==> config.mk <==
export PLATFORM = sky130hd
export DESIGN_NAME = multicycle_control_fsm
export DESIGN_NICKNAME = d
export VERILOG_FILES = /design/src/rtl/multicycle_control_fsm.sv
export SDC_FILE = /design/constraint.sdc
export NUM_CORES = 1
export LEC_CHECK = 0
export CAP_MARGIN = 20
export CORE_UTILIZATION = 34
export DETAILED_ROUTE_END_ITERATION = 10
export DONT_BUFFER_PORTS = 1
export MAX_ROUTING_LAYER = met4
export SYNTH_ARGS = -nofsm -noshare
export SYNTH_HDL_FRONTEND = slang
export SYNTH_SLANG_ARGS = --single-unit
==> constraint.sdc <==
create_clock -name clk -period 2.05 [get_ports clk]
set_input_delay 0.205 -clock clk [delete_from_list [all_inputs] [get_ports clk]]
set_output_delay 0.205 -clock clk [all_outputs]
set_load 0.05 [all_outputs]
==> src/rtl/multicycle_control_fsm.sv <==
// Sequenced control unit for the 16-bit multi-cycle CPU: IF/ID/EX/MEM/WB/HALT with memory stalls.
// Optional CTRL_PERF_CNT_EN macro adds num_inst/num_cycle performance counters.
module multicycle_control_fsm #(
  parameter int WORD_SIZE = 16,
  parameter int OP_SIZE   = 4,
  parameter int FUNC_SIZE = 6,
  parameter int ALUOP_W   = 4
) (
  input  logic                 clk,
  input  logic                 reset_n,
  input  logic [WORD_SIZE-1:0] inst,
  input  logic                 mem_ready,
  output logic                 ir_write,
  output logic                 mem_read,
  output logic                 mem_write,
  output logic                 i_or_d,
  output logic                 pvs_write_en,
  output logic                 reg_write,
  output logic [1:0]           alu_src_a,
  output logic [1:0]           alu_src_b,
  output logic [ALUOP_W-1:0]   alu_op,
  output logic                 carry,
  output logic                 halted,
  output logic [2:0]           state
`ifdef CTRL_PERF_CNT_EN
  ,
  output logic [15:0]          num_inst,
  output logic [31:0]          num_cycle
`endif
);

  localparam logic [2:0] S_IF   = 3'd0;
  localparam logic [2:0] S_ID   = 3'd1;
  localparam logic [2:0] S_EX   = 3'd2;
  localparam logic [2:0] S_MEM  = 3'd3;
  localparam logic [2:0] S_WB   = 3'd4;
  localparam logic [2:0] S_HALT = 3'd5;

  localparam logic [ALUOP_W-1:0] ALU_ADD = 4'b0000;
  localparam logic [ALUOP_W-1:0] ALU_SUB = 4'b0001;
  localparam logic [ALUOP_W-1:0] ALU_ARS = 4'b0100;
  localparam logic [ALUOP_W-1:0] ALU_ALS = 4'b0101;
  localparam logic [ALUOP_W-1:0] ALU_NOT = 4'b1100;
  localparam logic [ALUOP_W-1:0] ALU_AND = 4'b1101;
  localparam logic [ALUOP_W-1:0] ALU_OR  = 4'b1110;

  logic [2:0]           state_reg;
  logic [2:0]           state_next;
  logic [OP_SIZE-1:0]   op;
  logic [FUNC_SIZE-1:0] func;
  logic                 is_rtype;
  logic                 is_hlt;
  logic                 is_adi;
  logic                 is_lwd;
  logic                 is_swd;
  logic                 is_jmp;
  logic                 is_illegal;
  logic [ALUOP_W-1:0]   r_alu_op;
  logic                 r_carry;

  assign op   = inst[WORD_SIZE-1 -: OP_SIZE];
  assign func = inst[FUNC_SIZE-1:0];

  always_comb begin
    is_rtype   = (op == 4'd15) && (func < 6'd8);
    is_hlt     = (op == 4'd15) && (func == 6'd29);
    is_adi     = (op == 4'd4);
    is_lwd     = (op == 4'd7);
    is_swd     = (op == 4'd8);
    is_jmp     = (op == 4'd9);
    is_illegal = !(is_rtype || is_hlt || is_adi || is_lwd || is_swd || is_jmp);
  end

  // R-type func order: ADD, SUB, AND, OR, NOT, TCP, ALS, ARS; TCP is NOT with carry-in.
  always_comb begin
    r_alu_op = ALU_ADD;
    r_carry  = 1'b0;
    case (func[2:0])
      3'd0: r_alu_op = ALU_ADD;
      3'd1: r_alu_op = ALU_SUB;
      3'd2: r_alu_op = ALU_AND;
      3'd3: r_alu_op = ALU_OR;
      3'd4: r_alu_op = ALU_NOT;
      3'd5: begin
        r_alu_op = ALU_NOT;
        r_carry  = 1'b1;
      end
      3'd6: r_alu_op = ALU_ALS;
      default: r_alu_op = ALU_ARS;
    endcase
  end

  // Outputs are forced idle while reset_n is low so no strobe leaks during reset.
  always_comb begin
    state_next   = state_reg;
    ir_write     = 1'b0;
    mem_read     = 1'b0;
    mem_write    = 1'b0;
    i_or_d       = 1'b0;
    pvs_write_en = 1'b0;
    reg_write    = 1'b0;
    alu_src_a    = 2'd0;
    alu_src_b    = 2'd0;
    alu_op       = ALU_ADD;
    carry        = 1'b0;
    halted       = 1'b0;
    if (reset_n) begin
      case (state_reg)
        S_IF: begin
          mem_read  = 1'b1;
          alu_src_b = 2'd1;
          if (mem_ready) begin
            ir_write     = 1'b1;
            pvs_write_en = 1'b1;
            state_next   = S_ID;
          end
        end
        S_ID: begin
          if (is_jmp) begin
            pvs_write_en = 1'b1;
            state_next   = S_IF;
          end else if (is_hlt) begin
            state_next = S_HALT;
          end else if (is_illegal) begin
            state_next = S_IF;
          end else begin
            state_next = S_EX;
          end
        end
        S_EX: begin
          alu_src_a = 2'd1;
          if (is_rtype) begin
            alu_src_b = 2'd0;
            alu_op    = r_alu_op;
            carry     = r_carry;
          end else begin
            alu_src_b = 2'd2;
          end
          state_next = (is_lwd || is_swd) ? S_MEM : S_WB;
        end
        S_MEM: begin
          i_or_d    = 1'b1;
          mem_read  = is_lwd;
          mem_write = is_swd;
          // Keep the effective address on the ALU for the whole stalled access.
          alu_src_a = 2'd1;
          alu_src_b = 2'd2;
          if (mem_ready) begin
            state_next = is_lwd ? S_WB : S_IF;
          end
        end
        S_WB: begin
          reg_write  = 1'b1;
          state_next = S_IF;
        end
        S_HALT: begin
          halted = 1'b1;
        end
        default: state_next = S_IF;
      endcase
    end
  end

  always_ff @(posedge clk) begin
    if (!reset_n) begin
      state_reg <= S_IF;
    end else begin
      state_reg <= state_next;
    end
  end

  assign state = state_reg;

`ifdef CTRL_PERF_CNT_EN
  logic inst_done;

  assign inst_done = (state_next == S_IF) &&
                     ((state_reg == S_ID) || (state_reg == S_MEM) || (state_reg == S_WB));

  always_ff @(posedge clk) begin
    if (!reset_n) begin
      num_inst  <= 16'd0;
      num_cycle <= 32'd0;
    end else begin
      if (state_reg != S_HALT) begin
        num_cycle <= num_cycle + 32'd1;
      end
      if (inst_done) begin
        num_inst <= num_inst + 16'd1;
      end
    end
  end
`endif

endmodule

==> results.toml <==
[outcome]
status = "complete, no violations"

[synth]
synth_edf_count = 0
synth_top_family_by_area = "simple AND/OR/NAND/NOR gates"
synth.cell_area_sq_um = 494
synth.area.mux_share_pct = 2.03
synthesis.nets = 92
async_reset_ff_share_pct = 0
post_synth_adder_cell_area_pct = 0
synth.distinct_cells = 38
ys_ff_latch = 3
synth.yosys.seq_area_share_pct = 12.2
synth_compound_area_share_pct = 18.2
syn-instance-count = 73
yosysWarningCount = 0
synth-simple-area-share_pct = 52.2
postSynthAreaPerCell_sq_um = 6.77
synth_ff_type = "sky130_fd_sc_hd__dfxtp_1"
yosys.area_share.xor_xnor_pct = 5.32

[run]
max_cap_violations = 0

[clock_network]
cts.repair_timing.setup_buffer_count = 0
tritoncts_clock_tree = "yes"
cts_buffers = 3
cts.reportedPaths.clkPinSlew_ns = 0.04
cts-root-to-sink-buffers = 2
numClockSinks = 3
cts_hold_buffers = 0
cts-resized-gates = 0
cts.root.buffer_cell = "sky130_fd_sc_hd__clkbuf_4"
clock_insertion_delay_at_the_later_pin_of_the_skew_report_ns = 0.23
htree_num_levels = 1

[setup_path]
worstPathArrival_ns = 1.75
critPathLaunchType = "flop"
r2r_start = "state[1]"
worst-setup-path-type = "flop to primary output"
worstPathRequired_ns = 1.85
worstSetupEndpointType = "primary output"
crit_start = "state[2]"
worst_path_fanout_max = 10

[layout]
largest_register_ffs = 3
antenna_cells = 0
mostFrequentLayoutCells = "12 x sky130_fd_sc_hd__buf_4, 6 x sky130_fd_sc_hd__inv_1, 6 x sky130_fd_sc_hd__nor2_2"
most_frequent_standard_cell_in_the_layout_excluding_fill_and_tap_cells = "sky130_fd_sc_hd__buf_4"
layout-drive-gt1-share_pct = 40.4
area_growth_syn_to_fin_pct = 54.9
nets = 109

[power]
ir_worst_vdd_mv = 0.199
internal-power_mw = 0.184
p_comb_share_pct = 41.7
total_power_consumption_mw = 0.293
powerDensity_mw_per_mm2 = 383
power.static_leakage_nw = 0.323
total_switching_power_mw = 0.109
switching_share_pct = 37.1
share_clk_of_total_power_pct = 36.4
share_seq_of_total_power_pct = 21.9

[global_routing]
grt_antenna_before_repair = 0
wire_length_of_the_first_global_routing_pass_mm = 1.86
grt_max_degree = 11
gr_util_all_layers_pct = 17.7
overflow = 0
grt_pass1_vias = 472

[die]
core_area_sq_mm = 0.00133
io_pins = 38
fp.dieArea_sq_mm = 0.00161
initial_utilization_pct = 37.1
floorplan.die.height_microns = 40.1
dieWidth_microns = 40.1
floorplan.rows = 13

[sta]
final-max-slew-violation-count = 0
relSlewSlack_pct = 55.9
max_clock_freq_mhz = 511
max_slew.worst_pin.slew_ns = 0.653
setup_violations = 0
finalCriticalPeriod_ns = 1.96
hold-worst-slack_ns = 0.191
tcrit_tclk_final_pct = 95.5
fin_worst_skew_ns = 0.00228
fin_ws_ns = 0.0930
timing.final.hold_violations = 0
grt_setup_unrepaired = "no"

[worst_hold_path]
hold_start = "mem_ready"
min-delay-path-class = "input pin to flop"

[drt]
routed_wirelength_mm = 1.28
drt-wirelength-per-cell_microns = 12.3
detail_route.first_pass.iterations = 4
dr.first_iter.drc_count = 9
final_antenna_net_count = 0
avgViaCountPerCell = 5.67
detailroute.via_count = 590
drt_drc_violations_left = 0

[place]
io_buffers = 0
hpwlAfterDp_mm = 1.03
place.gp.congestion = 0.802
preCtsSetupSlack_ns = 0.166
-- synth_stat cells (2+ instances only) --
library cell | count | share of area [%]
sky130_fd_sc_hd__nor2b_1 | 2 | 2.5
sky130_fd_sc_hd__a21oi_1 | 2 | 2.0
sky130_fd_sc_hd__or4b_1 | 2 | 4.1
sky130_fd_sc_hd__inv_1 | 6 | 4.6
sky130_fd_sc_hd__o21bai_1 | 2 | 3.0
sky130_fd_sc_hd__o21ai_0 | 2 | 2.0
sky130_fd_sc_hd__clkbuf_1 | 3 | 2.3
sky130_fd_sc_hd__nor2_1 | 11 | 8.4
sky130_fd_sc_hd__nand3_1 | 2 | 2.0
sky130_fd_sc_hd__dfxtp_1 | 3 | 12
sky130_fd_sc_hd__nor4_1 | 2 | 2.5
sky130_fd_sc_hd__nand3b_1 | 2 | 3.0
sky130_fd_sc_hd__xnor2_1 | 2 | 3.5
sky130_fd_sc_hd__nor3_1 | 5 | 5.1
sky130_fd_sc_hd__nand2_1 | 4 | 3.0
-- through the flow --
| step | util, % | instance area, sq um | cells | TNS (ns) |
|---|---|---|---|---|
| floorplan | - | 562 | 73 | -0.195 |
| global placement | 55.4 | 739 | 100 | 0 |
| detailed placement | 55.4 | 739 | 100 | 0 |
| CTS | 57.4 | 766 | 104 | 0 |
| global route | 57.4 | 766 | 104 | 0 |
| finish | 57.4 | 766 | 104 | 0 |
-- critical path: stages, from the launching register on --
cell and delay [ns]:
sky130_fd_sc_hd__dfxtp_2 0.38, sky130_fd_sc_hd__nor2b_4 0.18, sky130_fd_sc_hd__nand2_2 0.09, sky130_fd_sc_hd__or3_4 0.39, sky130_fd_sc_hd__nor4_4 0.29, sky130_fd_sc_hd__buf_12 0.18
-- power groups by stage --
| stage | clock network, mW | registers (mW) | logic [mW] |
|---|---|---|---|
| 6_report | 0.107 | 0.0643 | 0.122 |
| 5_1_grt | 0.110 | 0.0647 | 0.130 |
| 4_1_cts | 0.110 | 0.0642 | 0.123 |
| 3_5_place_dp | 0 | 0.0651 | 0.123 |
| 3_3_place_gp | 0 | 0.0650 | 0.121 |
| 2_1_floorplan | 0 | 0.0699 | 0.0857 |
-- worst paths after layout --
kind | endpoint | slack, ns | cells past startpoint
hold / removal | state[2] | 0.19 | 2
hold reg to reg | state[2] | 0.64 | 2
setup / recovery | alu_op[1] | 0.09 | 5
setup reg to reg | state[1] | 0.46 | 4
-- kinds of logic after synthesis --
| logic type | Yosys count |
|---|---|
| AO/OA/AOI/OAI | 13 |
| XOR/XNOR | 3 |
| buffers and inverters | 11 |
| flip-flops | 3 |
| multiplexers | 1 |
| other | 1 |
| AND/OR/NAND/NOR | 41 |
-- per-layer routing --
layer / share of wire [%] / global-route usage (%)
met5: 0 / -
met4: 0 / 7.76
met3: 5.9 / 2.78
met2: 54 / 33.9
met1: 40 / 17.1
-- layout make-up --
class | count | area, sq um
Fill cell | 126 | 568
Inverter | 6 | 22.5
Tap cell | 15 | 18.8
Timing Repair Buffer | 17 | 190
Sequential cell | 3 | 65.1
Clock buffer | 4 | 26.3
Multi-Input combinational cell | 59 | 443
(Power assumes the default switching activity.)
